==> config.mk <==
export PLATFORM = sky130hd
export DESIGN_NAME = spdif_block_sequencer
export DESIGN_NICKNAME = d
export VERILOG_FILES = /design/src/rtl/spdif_block_sequencer.sv
export SDC_FILE = /design/constraint.sdc
export NUM_CORES = 1
export LEC_CHECK = 0
export ABC_AREA = 1
export BUFFER_PORTS_ARGS = -buffer_cell sky130_fd_sc_hd__buf_2
export CAP_MARGIN = 10
export CORE_MARGIN = 1
export CORE_UTILIZATION = 44
export DETAILED_ROUTE_END_ITERATION = 6
export HOLD_SLACK_MARGIN = 0.05
export PLACE_DENSITY = 0.61
export REMOVE_ABC_BUFFERS = 1
export SYNTH_ARGS = -nofsm -noshare
export SYNTH_HDL_FRONTEND = slang
export SYNTH_SLANG_ARGS = --single-unit
export TNS_END_PERCENT = 100
==> constraint.sdc <==
create_clock -name i_clk -period 3.3 [get_ports i_clk]
set_input_delay 0 -clock i_clk [delete_from_list [all_inputs] [get_ports i_clk]]
set_output_delay 0 -clock i_clk [all_outputs]
set_load 0.05 [all_outputs]
==> src/rtl/spdif_block_sequencer.sv <==
// S/PDIF block sequencer: tracks block/frame/channel position from preamble strobes,
// gates 28 payload bits per subframe to the dismantler, and resynchronises on any framing loss.
//
// state        | meaning
// -------------+-----------------------------------------------------------
// S_HUNT       | out of lock, dismantler held in reset, waiting for a B preamble
// S_PAYLOAD    | locked, forwarding payload bits, bit_cnt 0..27
// S_EXPECT_PRE | locked, all 28 bits received, next preamble due
module spdif_block_sequencer #(
  parameter int FRAMES_PER_BLOCK  = 192,
  parameter int BITS_PER_SUBFRAME = 28,
  parameter int TIMEOUT           = 1024,
  parameter int ERR_W             = 16
) (
  input  logic             i_clk,
  input  logic             i_rst,
  input  logic             i_pre_v,
  input  logic [1:0]       i_pre_type,
  input  logic             i_vin,
  input  logic             i_din,
  input  logic             i_kill,
  input  logic             i_done,
  output logic             o_vout,
  output logic             o_dout,
  output logic [7:0]       o_frame_counter,
  output logic             o_in_channel,
  output logic             o_dis_rst,
  output logic             o_locked,
  output logic             o_err_pulse,
  output logic [ERR_W-1:0] o_sync_err_count,
  output logic [15:0]      o_block_count
);

  localparam logic [1:0] PRE_B = 2'd0;
  localparam logic [1:0] PRE_M = 2'd1;
  localparam logic [1:0] PRE_W = 2'd2;

  localparam int BIT_W  = $clog2(BITS_PER_SUBFRAME);
  localparam int IDLE_W = $clog2(TIMEOUT + 1);

  localparam logic [BIT_W-1:0]  LAST_BIT   = BIT_W'(BITS_PER_SUBFRAME - 1);
  localparam logic [7:0]        LAST_FRAME = 8'(FRAMES_PER_BLOCK - 1);
  localparam logic [IDLE_W-1:0] IDLE_LAST  = IDLE_W'(TIMEOUT - 1);

  typedef enum logic [1:0] {
    S_HUNT,
    S_PAYLOAD,
    S_EXPECT_PRE
  } state_t;

  state_t             r_state;
  state_t             w_state_nxt;
  logic [BIT_W-1:0]   r_bit_cnt;
  logic [BIT_W-1:0]   w_bit_cnt_nxt;
  logic [7:0]         r_frame_counter;
  logic [7:0]         w_fc_nxt;
  logic               r_in_channel;
  logic               w_ch_nxt;
  logic [IDLE_W-1:0]  r_idle_cnt;
  logic [IDLE_W-1:0]  w_idle_nxt;
  logic               r_vout;
  logic               r_dout;
  logic               r_dis_rst;
  logic               r_locked;
  logic               r_err_pulse;
  logic [ERR_W-1:0]   r_sync_err_count;
  logic [15:0]        r_block_count;

  logic               w_fwd;
  logic               w_sync_err;
  logic               w_idle;
  logic               w_timeout;
  logic [1:0]         w_pre_exp;

  assign w_idle    = !i_vin && !i_pre_v;
  assign w_timeout = w_idle && (r_idle_cnt == IDLE_LAST);
  assign w_pre_exp = !r_in_channel ? PRE_W :
                     (r_frame_counter == LAST_FRAME) ? PRE_B : PRE_M;

  always_comb begin
    w_state_nxt   = r_state;
    w_bit_cnt_nxt = r_bit_cnt;
    w_fc_nxt      = r_frame_counter;
    w_ch_nxt      = r_in_channel;
    w_fwd         = 1'b0;
    w_sync_err    = 1'b0;
    case (r_state)
      S_HUNT: begin
        if (i_pre_v && i_pre_type == PRE_B) begin
          w_state_nxt   = S_PAYLOAD;
          w_bit_cnt_nxt = '0;
          w_fc_nxt      = '0;
          w_ch_nxt      = 1'b0;
        end
      end
      S_PAYLOAD: begin
        if (i_kill || w_timeout || i_pre_v) begin
          w_sync_err = 1'b1;
        end else if (i_vin) begin
          w_fwd = 1'b1;
          if (r_bit_cnt == LAST_BIT) begin
            w_state_nxt   = S_EXPECT_PRE;
            w_bit_cnt_nxt = '0;
          end else begin
            w_bit_cnt_nxt = r_bit_cnt + BIT_W'(1);
          end
        end
      end
      S_EXPECT_PRE: begin
        if (i_kill || w_timeout) begin
          w_sync_err = 1'b1;
        end else if (i_pre_v) begin
          // a coincident vin is dropped; the preamble alone decides
          if (i_pre_type == w_pre_exp) begin
            w_state_nxt   = S_PAYLOAD;
            w_bit_cnt_nxt = '0;
            case (i_pre_type)
              PRE_W: w_ch_nxt = 1'b1;
              PRE_M: begin
                w_ch_nxt = 1'b0;
                w_fc_nxt = r_frame_counter + 8'd1;
              end
              default: begin
                w_ch_nxt = 1'b0;
                w_fc_nxt = '0;
              end
            endcase
          end else begin
            w_sync_err = 1'b1;
          end
        end else if (i_vin) begin
          w_sync_err = 1'b1;
        end
      end
      default: w_state_nxt = S_HUNT;
    endcase
    if (w_sync_err) w_state_nxt = S_HUNT;
  end

  always_comb begin
    w_idle_nxt = r_idle_cnt + IDLE_W'(1);
    if (r_state == S_HUNT || w_state_nxt == S_HUNT || !w_idle) w_idle_nxt = '0;
  end

  always_ff @(posedge i_clk) begin
    if (i_rst) begin
      r_state          <= S_HUNT;
      r_bit_cnt        <= '0;
      r_frame_counter  <= '0;
      r_in_channel     <= 1'b0;
      r_idle_cnt       <= '0;
      r_vout           <= 1'b0;
      r_dout           <= 1'b0;
      r_dis_rst        <= 1'b1;
      r_locked         <= 1'b0;
      r_err_pulse      <= 1'b0;
      r_sync_err_count <= '0;
      r_block_count    <= '0;
    end else begin
      r_state         <= w_state_nxt;
      r_bit_cnt       <= w_bit_cnt_nxt;
      r_frame_counter <= w_fc_nxt;
      r_in_channel    <= w_ch_nxt;
      r_idle_cnt      <= w_idle_nxt;
      r_vout          <= w_fwd;
      r_dout          <= w_fwd & i_din;
      r_dis_rst       <= (w_state_nxt == S_HUNT);
      r_locked        <= (w_state_nxt != S_HUNT);
      r_err_pulse     <= w_sync_err;
      if (w_sync_err && r_sync_err_count != {ERR_W{1'b1}})
        r_sync_err_count <= r_sync_err_count + ERR_W'(1);
      if (i_done) r_block_count <= r_block_count + 16'd1;
    end
  end

  assign o_vout           = r_vout;
  assign o_dout           = r_dout;
  assign o_frame_counter  = r_frame_counter;
  assign o_in_channel     = r_in_channel;
  assign o_dis_rst        = r_dis_rst;
  assign o_locked         = r_locked;
  assign o_err_pulse      = r_err_pulse;
  assign o_sync_err_count = r_sync_err_count;
  assign o_block_count    = r_block_count;

endmodule

* Word level (Yosys, flattened, before mapping)
Cells that the tools add are included.
Widths: inputs -> output; s select.
** Cells by class
- Reduce and logical (&&, ||, !) cells :: 21
- Bitwise gates (word level) :: 1
- Add/sub/neg operators :: 5
- Mux-type cells :: 39
- Equality and inequality tests :: 16
** Operators by type and width (count)
- $mux 5 :: 7
- $add 16x1->16 const B :: 2
- $mux 8 :: 4
- $pmux 8 s2 :: 2
- $mux 2 :: 9
- $ne 16x16->1 const B :: 1
- $pmux 5 s3 :: 1
- $ne 2x2->1 const B :: 7
- $mux 1 :: 13
- $add 11x1->11 const B :: 1
- $eq 11x10->1 const B :: 1
- $add 8x1->8 const B :: 1
- $eq 8x8->1 const B :: 1
- $reduce_and 7->1 :: 1
- $logic_not 2->1 :: 3
- $pmux 2 s3 :: 1
- $reduce_and 6->1 :: 1
- $add 5x1->5 const B :: 1
- $eq 5x5->1 const B :: 1
- $reduce_and 5->1 :: 1
- $eq 2x1->1 const B :: 2
- $eq 2x2->1 const B :: 2
- $logic_and 1x1->1 :: 4
- $logic_or 1x1->1 :: 4
- 7 further kinds :: 11
** Storage, ports and cells
- Flip-flop bits (word level) :: 64
- Output and inout port bits :: 46
- Word-level logic and storage cells :: 94

* Logic depth before layout (Yosys ltp)
Gate-level depths: netlist of the first run.
- Word-level depth :: 13
- Mapped depth :: 17
- Mapped depth without buffers :: 16

* Least setup slack after synthesis of the first run
Ideal clock, no wire load.
- Kind :: register to register
- Start point :: reg r_block_count[0] (netlist: o_block_count[0])
- End point :: reg r_block_count[14] (netlist: o_block_count[14])
- Cell stages (with the launch flop) :: 14
- Clock period less this slack :: 2212 ps
- Library setup time :: 70 ps
- Arrival :: 2142 ps
- Path slack :: 1088 ps
- Buffers on the path :: 0
- Cells stage by stage :: dfxtp_1 ha_1 nand3_2 nor2_2 nand2_1 nor2_2 nand3_2 nor2_2 nand3_1 nor2_1 nand2_1 nor2_2 o21ai_0 a21oi_1
** On the way
- Cells in the longest elaborated chain, start to end :: 1
** RTL lines
- start, declared :: line 67 : logic [15:0] r_block_count;
- start signal, assigned :: line 172 : if (i_done) r_block_count <= r_block_count + 16'd1;
- $add 16x1->16 :: line 172
Every way passes these cells.
A chain may end at the register's enable or synchronous reset.

* Worst setup path in the final report of the first run
- Start point :: reg r_idle_cnt[0]
- End point :: reg r_idle_cnt[1]
** On the way
- Cells in the longest elaborated chain, start to end :: 11
- Elaborated cells on any way between the ends :: 16
- Classes of those cells :: add/sub: 1; eq/ne: 1; mux: 7; reduce/logical: 7
** RTL lines
- start, declared :: line 59 : logic [IDLE_W-1:0] r_idle_cnt;
- start signal, assigned :: line 164 : r_idle_cnt <= w_idle_nxt;
- $eq 11x10->1 :: line 76 : assign w_timeout = w_idle && (r_idle_cnt == IDLE_LAST);
- $logic_and 1x1->1 :: line 76
- $logic_or 1x1->1 :: line 97, 110
- $logic_or 1x1->1 :: line 97 : if (i_kill || w_timeout || i_pre_v) begin
- $mux 2 or $mux 1 (tied branches) :: line 97
- $pmux 2 s3 or $pmux 1 s2 (tied branches) :: line 87 : case (r_state)
- $mux 2 :: line 137 : if (w_sync_err) w_state_nxt = S_HUNT;
- $logic_not 2->1 :: line 142 : if (r_state == S_HUNT || w_state_nxt == S_HUNT || !w_idle) w_idle_nxt = '0;
- $logic_or 1x1->1 (2 in a row) :: line 142
- $reduce_or 2->1 (no line)
Parallel ways exist; a longest one is shown, timed or not.

==> implementation parameters, run 1 <==
Parameter                              Value

Synthesis
  Post-synthesis average cell area ... 7.48 sq um
  Post-synthesis simple-gate area fraction ... 34.3%
  Synth unique cells ... 39
  Leading cell types by total area after synthesis ... sky130_fd_sc_hd__dfxtp_1 37%, sky130_fd_sc_hd__nand2_1 8.9%, sky130_fd_sc_hd__inv_1 6.0%, sky130_fd_sc_hd__nand3_1 5.2%, sky130_fd_sc_hd__nor2_1 5.2%
  Number of register bits inferred by synthesis ... 64
  Proportion of netlist area held by the largest area contributor ... 37.3%
  Top flip-flop cell by instance count after synthesis ... sky130_fd_sc_hd__dfxtp_1
  Dominant combinational cell family by area after synthesis ... simple AND/OR/NAND/NOR gates
  Compound-cell area share of the yosys netlist ... 9.44%
  Share of flip-flops with an asynchronous set or reset ... 0%
  Syn Inst Count ... 459
  Number of warnings reported in the yosys synthesis log ... 0
  Post-synthesis share of cell area spent on xor and xnor gates ... 7.15%
  Number of flops mapped to enable cells by yosys ... 0
  Sequential-to-total area share from yosys stat ... 37.3%
  Share of cell area taken by muxes after synthesis ... 0%
  Library cell occupying the most area in the post-synthesis netlist ... sky130_fd_sc_hd__dfxtp_1
  Synth Area in Adders ... 3.28%
  Combined area of all synthesized cells ... 3430 sq um

STA
  Unrepaired setup endpoints after global routing ... no
  Crit path time final ... 2.23 ns
  Pin slew with the least headroom to its limit ... 0.684 ns
  Highest clock frequency the design can meet ... 0.449 GHz
  Post-Route Skew ... 0.0117 ns
  Remaining max-slew budget at the tightest pin ... 54.4%
  Total count of max-transition violations in the final report ... 0
  Final worst slack ... 1.07 ns
  Period utilization ... 67.5%
  Final hold viol count ... 0
  Final-layout worst hold slack ... 0.0989 ns
  Total negative slack ... 0 ns
  Finish-stage setup viols ... 0

Finish
  Final Cell Area ... 3980 sq um
  Total Nets Final ... 536
  Most common library cell in the layout ignoring fill and taps ... sky130_fd_sc_hd__nand2_1
  Top library cells by usage in the layout, fill and taps aside ... 81 x sky130_fd_sc_hd__nand2_1, 64 x sky130_fd_sc_hd__dfxtp_1, 55 x sky130_fd_sc_hd__inv_1, 54 x sky130_fd_sc_hd__buf_2, 48 x sky130_fd_sc_hd__nor2_1
  Antenna cell count ... 0
  Multi-input gate area ... 1860 sq um
  Final Non-Filler Cells ... 622
  Signed area change from the synthesized netlist to the final layout ... 16.0%
  Register Area ... 1280 sq um
  Layout cells sized above 1 ... 21.4%
  Post-layout utilization of the core ... 53.7%
  Layout filler cell count ... 747

Clocking
  Max Root-Sink Buffers ... 2
  Total CTS buffers ... 9
  Sink count of the clock tree ... 64
  Clock tree from TritonCTS ... built
  Number of levels the H-tree was split into ... 3
  Setup fix buffers added after clock tree synthesis ... 0
  Number of gates resized after CTS ... 0
  Clock latency at the later pin of the worst-skew pair ... 0.34 ns
  Root cell of the clock tree ... sky130_fd_sc_hd__clkbuf_8
  Total of hold buffers inserted after clock tree synthesis ... 4
  CTS clk-pin slew, worst paths ... 0.07 ns

Global routing
  Largest net degree at the start of global routing ... 26
  Initial antenna violation count ... 0
  Vias in the first global route ... 2791
  All-Layer GR Usage ... 18.1%
  Sum of overflow across all layers after global routing ... 0
  Wire length of the first global-routing pass ... 12.1 mm

Route
  Violation count after the first detailed-routing iteration ... 75
  Pre-antenna DRT Iters ... 4
  Vias/cell ... 4.90
  Routed Antenna Nets ... 0
  WL final ... 6.96 mm
  Average detailed-routed wire length per instance ... 11.2 um
  Overall via count from detail_route ... 3049
  DR DRC count ... 0

Power and ir drop
  Standby leakage power ... 1.57 nW
  Tot Pwr ... 1.57 mW
  Worst supply voltage drop on vdd ... 0.243 mV
  Power per cell area ... 394 nW/um^2

Floorplanning
  Floorplan die area ... 8160 sq um
  Floorplan Core Area ... 7410 sq um
  Initial core utilization ... 46.3%
  Chip Width ... 90.3 um
  Vertical extent of the die ... 90.3 um
  I/O pin count ... 55
  Placement Rows ... 31

Worst setup path
  Worst EP required ... 3.50 ns
  Largest driver fanout on the critical path ... 13
  Arrival time at the worst endpoint ... 2.43 ns
  Startpoint of the worst-slack reg-to-reg timing path ... r_idle_cnt[0]$_SDFF_PP0_
  Cell breakdown of the critical path ... ha_1 -> nand2_1 -> nor2_2 -> nand3_2 -> nor2_2 -> nor2_4 -> inv_1 -> nand2_1 -> nand3_1 -> nand3_1 -> o21ai_2 -> nor3_1
  Crit. End Element ... flop
  Launch point of the critical path ... r_idle_cnt[0]$_SDFF_PP0_
  Stage delay of the slowest cell on the critical path ... 0.56 ns
  Kind of critical path ... flop to flop
  Max stage delay cell, worst path ... sky130_fd_sc_hd__o21ai_2
  Startpoint types ... flop

Placed design
  Detailed placement HPWL ... 4.98 mm
  Quantity of I/O buffers inserted on ports ... 54
  Last weighted congestion value of the routability-driven placer ... 0.853
  Post-Place Setup Slack ... 1.04 ns
  Placed Cells ... 602
  Total cell area at the placement stage ... 3760 sq um

Job
  MaxCap Viol Count ... 0

Status
  Status ... finished clean

Hold path
  Origin of the worst min-delay path ... i_kill
  Worst min-delay path class ... input port to flop
-- sequential cells by signal (all words and copies together) (netlist names) --
register	count
o_frame_counter	8
o_locked	1
o_dis_rst	1
o_sync_err_count	16
o_vout	1
o_in_channel	1
o_block_count	16
o_dout	1
o_err_pulse	1
r_state	2
r_bit_cnt	5
r_idle_cnt	11
-- final timing paths --
path	endpoint	slack, ns	cells past startpoint
hold / removal	o_vout$_SDFF_PP0_	0.1	4
setup / recovery	r_idle_cnt[1]$_SDFF_PP0_	1.07	12
hold reg to reg	r_idle_cnt[0]$_SDFF_PP0_	0.46	1
setup reg to reg	r_idle_cnt[1]$_SDFF_PP0_	1.07	12
-- layout make-up --
class / count / share of cell area (%)
clock buffers: 12 / 3.39
inverters: 59 / 5.72
repair buffers: 58 / 7.79
flip-flops and latches: 64 / 32.2
well taps: 99 / 3.11
clock inverters: 4 / 1.13
multi-input cells: 326 / 46.7
-- cell usage after synthesis, types with 2 or more instances --
cell type / number
sky130_fd_sc_hd__nor2_2: 7
sky130_fd_sc_hd__nor4_1: 5
sky130_fd_sc_hd__ha_1: 9
sky130_fd_sc_hd__a21oi_1: 32
sky130_fd_sc_hd__o21ai_2: 4
sky130_fd_sc_hd__nor2_4: 3
sky130_fd_sc_hd__nand2_2: 3
sky130_fd_sc_hd__nand3_2: 7
sky130_fd_sc_hd__nor3_1: 16
sky130_fd_sc_hd__inv_2: 2
sky130_fd_sc_hd__nand2_4: 2
sky130_fd_sc_hd__xor2_1: 20
sky130_fd_sc_hd__xnor2_1: 8
sky130_fd_sc_hd__o21ai_0: 14
sky130_fd_sc_hd__o21ai_1: 2
sky130_fd_sc_hd__nand4_1: 5
sky130_fd_sc_hd__nand2_1: 81
sky130_fd_sc_hd__a21oi_2: 2
sky130_fd_sc_hd__inv_1: 55
sky130_fd_sc_hd__dfxtp_1: 64
sky130_fd_sc_hd__nand3_1: 36
sky130_fd_sc_hd__clkbuf_1: 5
sky130_fd_sc_hd__or2_1: 2
sky130_fd_sc_hd__nand3b_1: 2
sky130_fd_sc_hd__buf_6: 3
sky130_fd_sc_hd__nor2_1: 48
sky130_fd_sc_hd__nor3_2: 10
-- cells by family after synthesis --
family | Yosys count
xor gates and xnor gates | 28
and+or+nand+nor | 232
AOI/OAI and AO/OA | 57
DFF | 64
adders and majority gates | 9
buffers and inverters | 69
-- worst max-delay path: cells and delay by family, from the launching register on --
kind,cells,cell delay [ns]
and+or+nand+nor,9,0.87
AOI/OAI and AO/OA,1,0.56
DFF,1,0.36
adders and majority gates,1,0.22
buffers and inverters,1,0.09
-- layer usage --
layer,part of all wire [%],wire length (um),vias up,GRT usage (%)
met1,49,3400,1377,22.6
met4,1.7,121,0,8.47
met2,46,3190,58,30.0
met5,0,0,-,0
li1,-,-,1604,-
met3,3.4,239,10,3.37
-- report_power, final --
part | total (mW) | switching, mW | internal, mW
registers | 0.790 | 0.00889 | 0.782
logic | 0.129 | 0.0925 | 0.0368
clock network | 0.648 | 0.302 | 0.346
total | 1.57 | 0.403 | 1.16
No activity file was read; power rests on OpenSTA's default activity.
==> run 2: changes to the inputs <==
--- a/config.mk
+++ b/config.mk
@@ -5,7 +5,7 @@
 export SDC_FILE = /design/constraint.sdc
 export NUM_CORES = 1
 export LEC_CHECK = 0
-export ABC_AREA = 1
+export ABC_AREA = 0
 export BUFFER_PORTS_ARGS = -buffer_cell sky130_fd_sc_hd__buf_2
 export CAP_MARGIN = 10
 export CORE_MARGIN = 1
==> constraint.sdc (replaced) <==
create_clock -name i_clk -period 2.3 [get_ports i_clk]
set_input_delay 0 -clock i_clk [delete_from_list [all_inputs] [get_ports i_clk]]
set_output_delay 0 -clock i_clk [all_outputs]
set_load 0.05 [all_outputs]
==> implementation parameters, run 2 <==
Parameter                              Value

Clocking
  Number of levels the H-tree was split into ... 3 (unchanged)
  Total CTS buffers ... 9 (unchanged)
  Sink count of the clock tree ... 64 (unchanged)
  CTS clk-pin slew, worst paths ... 0.07 ns (about the same)
  Max Root-Sink Buffers ... 2 (unchanged)
  Setup fix buffers added after clock tree synthesis ... 0 (unchanged)
  Clock latency at the later pin of the worst-skew pair ... 0.34 ns (about the same)
  Root cell of the clock tree ... sky130_fd_sc_hd__clkbuf_8
  Clock tree from TritonCTS ... built

Synthesis
  Share of flip-flops with an asynchronous set or reset ... 0% (unchanged)
  Library cell occupying the most area in the post-synthesis netlist ... sky130_fd_sc_hd__dfxtp_1
  Leading cell types by total area after synthesis ... sky130_fd_sc_hd__dfxtp_1 41%, sky130_fd_sc_hd__nor2_1 6.2%, sky130_fd_sc_hd__xor2_1 5.9%, sky130_fd_sc_hd__xnor2_1 5.0%, sky130_fd_sc_hd__ha_1 3.6%
  Syn Inst Count ... 361 (-21%)
  Most instantiated library cell after synthesis ... sky130_fd_sc_hd__dfxtp_1
  Combined area of all synthesized cells ... 3140 sq um (-8.5%)
  Number of flops mapped to enable cells by yosys ... 0 (unchanged)
  Number of register bits inferred by synthesis ... 64 (unchanged)
  Post-synthesis average cell area ... 8.70 sq um (+16%)
  Sequential-to-total area share from yosys stat ... 40.8% (+3.4 points)
  Synth unique cells ... 50 (+28%)
  Top flip-flop cell by instance count after synthesis ... sky130_fd_sc_hd__dfxtp_1
  Commonest cells post-synth ... 64 x sky130_fd_sc_hd__dfxtp_1, 52 x sky130_fd_sc_hd__nor2_1, 23 x sky130_fd_sc_hd__nand2_1
  Number of warnings reported in the yosys synthesis log ... 0 (unchanged)
  Proportion of netlist area held by the largest area contributor ... 40.8% (+3.4 points)

Route
  WL final ... 6.63 mm (-4.7%)
  DR DRC count ... 0 (unchanged)
  Overall via count from detail_route ... 2755 (-9.6%)
  Average detailed-routed wire length per instance ... 12.3 um (+10%)
  Violation count after the first detailed-routing iteration ... 115 (+53%)
  Routed Antenna Nets ... 0 (unchanged)
  Vias/cell ... 5.13 (+4.7%)
  Pre-antenna DRT Iters ... 4 (unchanged)

Job
  MaxCap Viol Count ... 0 (unchanged)

Global routing
  Initial antenna violation count ... 0 (unchanged)
  Largest net degree at the start of global routing ... 22 (-15%)
  Sum of overflow across all layers after global routing ... 0 (unchanged)
  M3 GR Usage ... 4.00% (+0.63 points)
  Wire length of the first global-routing pass ... 11.0 mm (-9.1%)
  Vias in the first global route ... 2437 (-13%)
  Met1 track utilization from global routing ... 25.1% (+2.5 points)
  Most congested layer reported by global routing ... met2
  All-Layer GR Usage ... 18.6% (+0.56 points)
  Global routing met2 resource utilization ... 28.5% (-1.5 points)

Worst setup path
  Arrival time at the worst endpoint ... 2.46 ns (+0.03 ns)
  Largest driver fanout on the critical path ... 11 (-2)
  Worst reg-to-reg setup slack ... 0.11 ns (-0.96 ns)
  Kind of critical path ... flop to flop
  Worst EP required ... 2.58 ns (-0.92 ns)
  Crit. End Element ... flop
  Startpoint types ... flop

STA
  Crit path time final ... 2.19 ns (-0.0408 ns)
  Total count of max-transition violations in the final report ... 0 (unchanged)
  Total negative slack ... 0 ns (unchanged)
  Final-layout worst hold slack ... 0.112 ns (+0.0132 ns)
  Period utilization ... 95.1% (+28 points)
  Finish-stage setup viols ... 0 (unchanged)
  Remaining max-slew budget at the tightest pin ... 72.4% (+18 points)
  Unrepaired setup endpoints after global routing ... yes
  Post-Route Skew ... 0.00520 ns (-0.00650 ns)
  Highest clock frequency the design can meet ... 0.457 GHz (+1.9%)
  Final hold viol count ... 0 (unchanged)
  Pin slew with the least headroom to its limit ... 0.413 ns (-0.271 ns)

Floorplanning
  Initial core utilization ... 46.0% (-0.34 points)
  Floorplan die area ... 7480 sq um (-8.3%)
  Chip Width ... 86.5 um (-4.2%)
  I/O pin count ... 55 (unchanged)
  Placement Rows ... 30 (-3.2%)
  Vertical extent of the die ... 86.5 um (-4.2%)
  Floorplan Core Area ... 6830 sq um (-7.8%)

Finish
  Signed area change from the synthesized netlist to the final layout ... 25.2%
  Layout cells sized above 1 ... 26.3% (+4.9 points)
  Antenna cell count ... 0 (unchanged)
  Total Nets Final ... 454 (-15%)
  Top library cells by usage in the layout, fill and taps aside ... 64 x sky130_fd_sc_hd__dfxtp_1, 54 x sky130_fd_sc_hd__buf_2, 52 x sky130_fd_sc_hd__nor2_1, 23 x sky130_fd_sc_hd__nand2_1, 23 x sky130_fd_sc_hd__buf_4
  Layout filler cell count ... 646 (-14%)
  Final Non-Filler Cells ... 537 (-14%)
  Most common library cell in the layout ignoring fill and taps ... sky130_fd_sc_hd__dfxtp_1

Power and ir drop
  Worst supply voltage drop on vdd ... 0.295 mV (+21%)
  Standby leakage power ... 1.58 nW (+0.85%)
  Power per cell area ... 585 nW/um^2 (+48%)

Placed design
  Last weighted congestion value of the routability-driven placer ... 0.814 (-4.6%)
  Quantity of I/O buffers inserted on ports ... 54 (unchanged)
  Detailed placement HPWL ... 4.76 mm (-4.5%)
  Placed Cells ... 518 (-14%)

Hold path
  Worst min-delay path class ... input port to flop

Status
  Status ... finished clean
run 2: cell count changes after synthesis, sizes merged, moves of 6 or more:
cell   change
mux2i      +6
nand2     -64
xnor2     +10
nand4      +6
inv       -50
o21ai      -6
nand3     -29
nor3      -16
or3        +9
a21oi     -20
and3       +8
and2       +6
run 2: per-stage QoR:
stage	total power [mW]	worst slack, ns	cell area, sq um	util, %
final	2.30	0.113	3930	57.6
after global routing	2.41	-0.00878	3930	57.6
after CTS	2.33	0.00968	3870	56.6
after detailed placement	1.33	0.0258	3630	53.2
after global placement	1.33	0.0605	3630	53.2
after floorplan	1.26	-0.701	3070	-
run 2: cells by family after synthesis:
family | Yosys count | synth area share [%]
AO/OA/AOI/OAI | 55 | 12.0
XOR/XNOR | 39 | 10.9
adder cells (fa/ha/maj) | 9 | 3.58
buffers and inverters | 24 | 3.19
flip-flops | 64 | 40.8
multiplexers | 7 | 2.27
AND/OR/NAND/NOR | 163 | 27.3
run 2: layout make-up:
class	instances	area [sq um]	share of cell area, %
timing repair buffer	80	473	12.0
inverter	8	30.0	0.763
sequential	64	1280	32.6
tap	96	120	3.05
clock buffer	10	138	3.50
multi-input combinational	273	1820	46.4
clock inverter	6	67.6	1.72
run 2: timing repair:
item,CTS,global route
hold buffers,3,0
setup endpoints to repair,0,25
gates resized for setup,0,12
hold endpoints to repair,12,0
run 2: per-layer routing:
| layer | vias to the layer above | part of all wire (%) |
|---|---|---|
| li1 | 1430 | - |
| met1 | 1260 | 50 |
| met2 | 56 | 45 |
| met3 | 9 | 3.3 |
| met4 | 0 | 1.9 |
| met5 | - | 0 |
run 2: final timing paths:
| path | end | cells after the start | from |
|---|---|---|---|
| worst min-delay path | o_vout$_SDFF_PP0_ | 3 | i_kill |
| worst max register to register | r_idle_cnt[6]$_SDFF_PP0_ | 8 | o_frame_counter[0]$_SDFFE_PP0P_ |
| worst min register to register | r_idle_cnt[6]$_SDFF_PP0_ | 2 | r_idle_cnt[6]$_SDFF_PP0_ |
| worst max-delay path | r_idle_cnt[6]$_SDFF_PP0_ | 8 | o_frame_counter[0]$_SDFFE_PP0P_ |
run 2: report_power, final:
part           internal, mW  switching (mW)
registers              1.12         0.00884
logic                0.0685           0.119
clock network         0.533           0.451
total                  1.72           0.579
run 2: critical path: stages (launching register included):
cell and delay, ns:
sky130_fd_sc_hd__dfxtp_1 0.34, sky130_fd_sc_hd__ha_1 0.18, sky130_fd_sc_hd__nand4b_2 0.17, sky130_fd_sc_hd__o41a_4 0.40, sky130_fd_sc_hd__a211o_4 0.38, sky130_fd_sc_hd__o221ai_1 0.24
sky130_fd_sc_hd__nand4_1 0.11, sky130_fd_sc_hd__buf_4 0.19, sky130_fd_sc_hd__a21oi_1 0.11
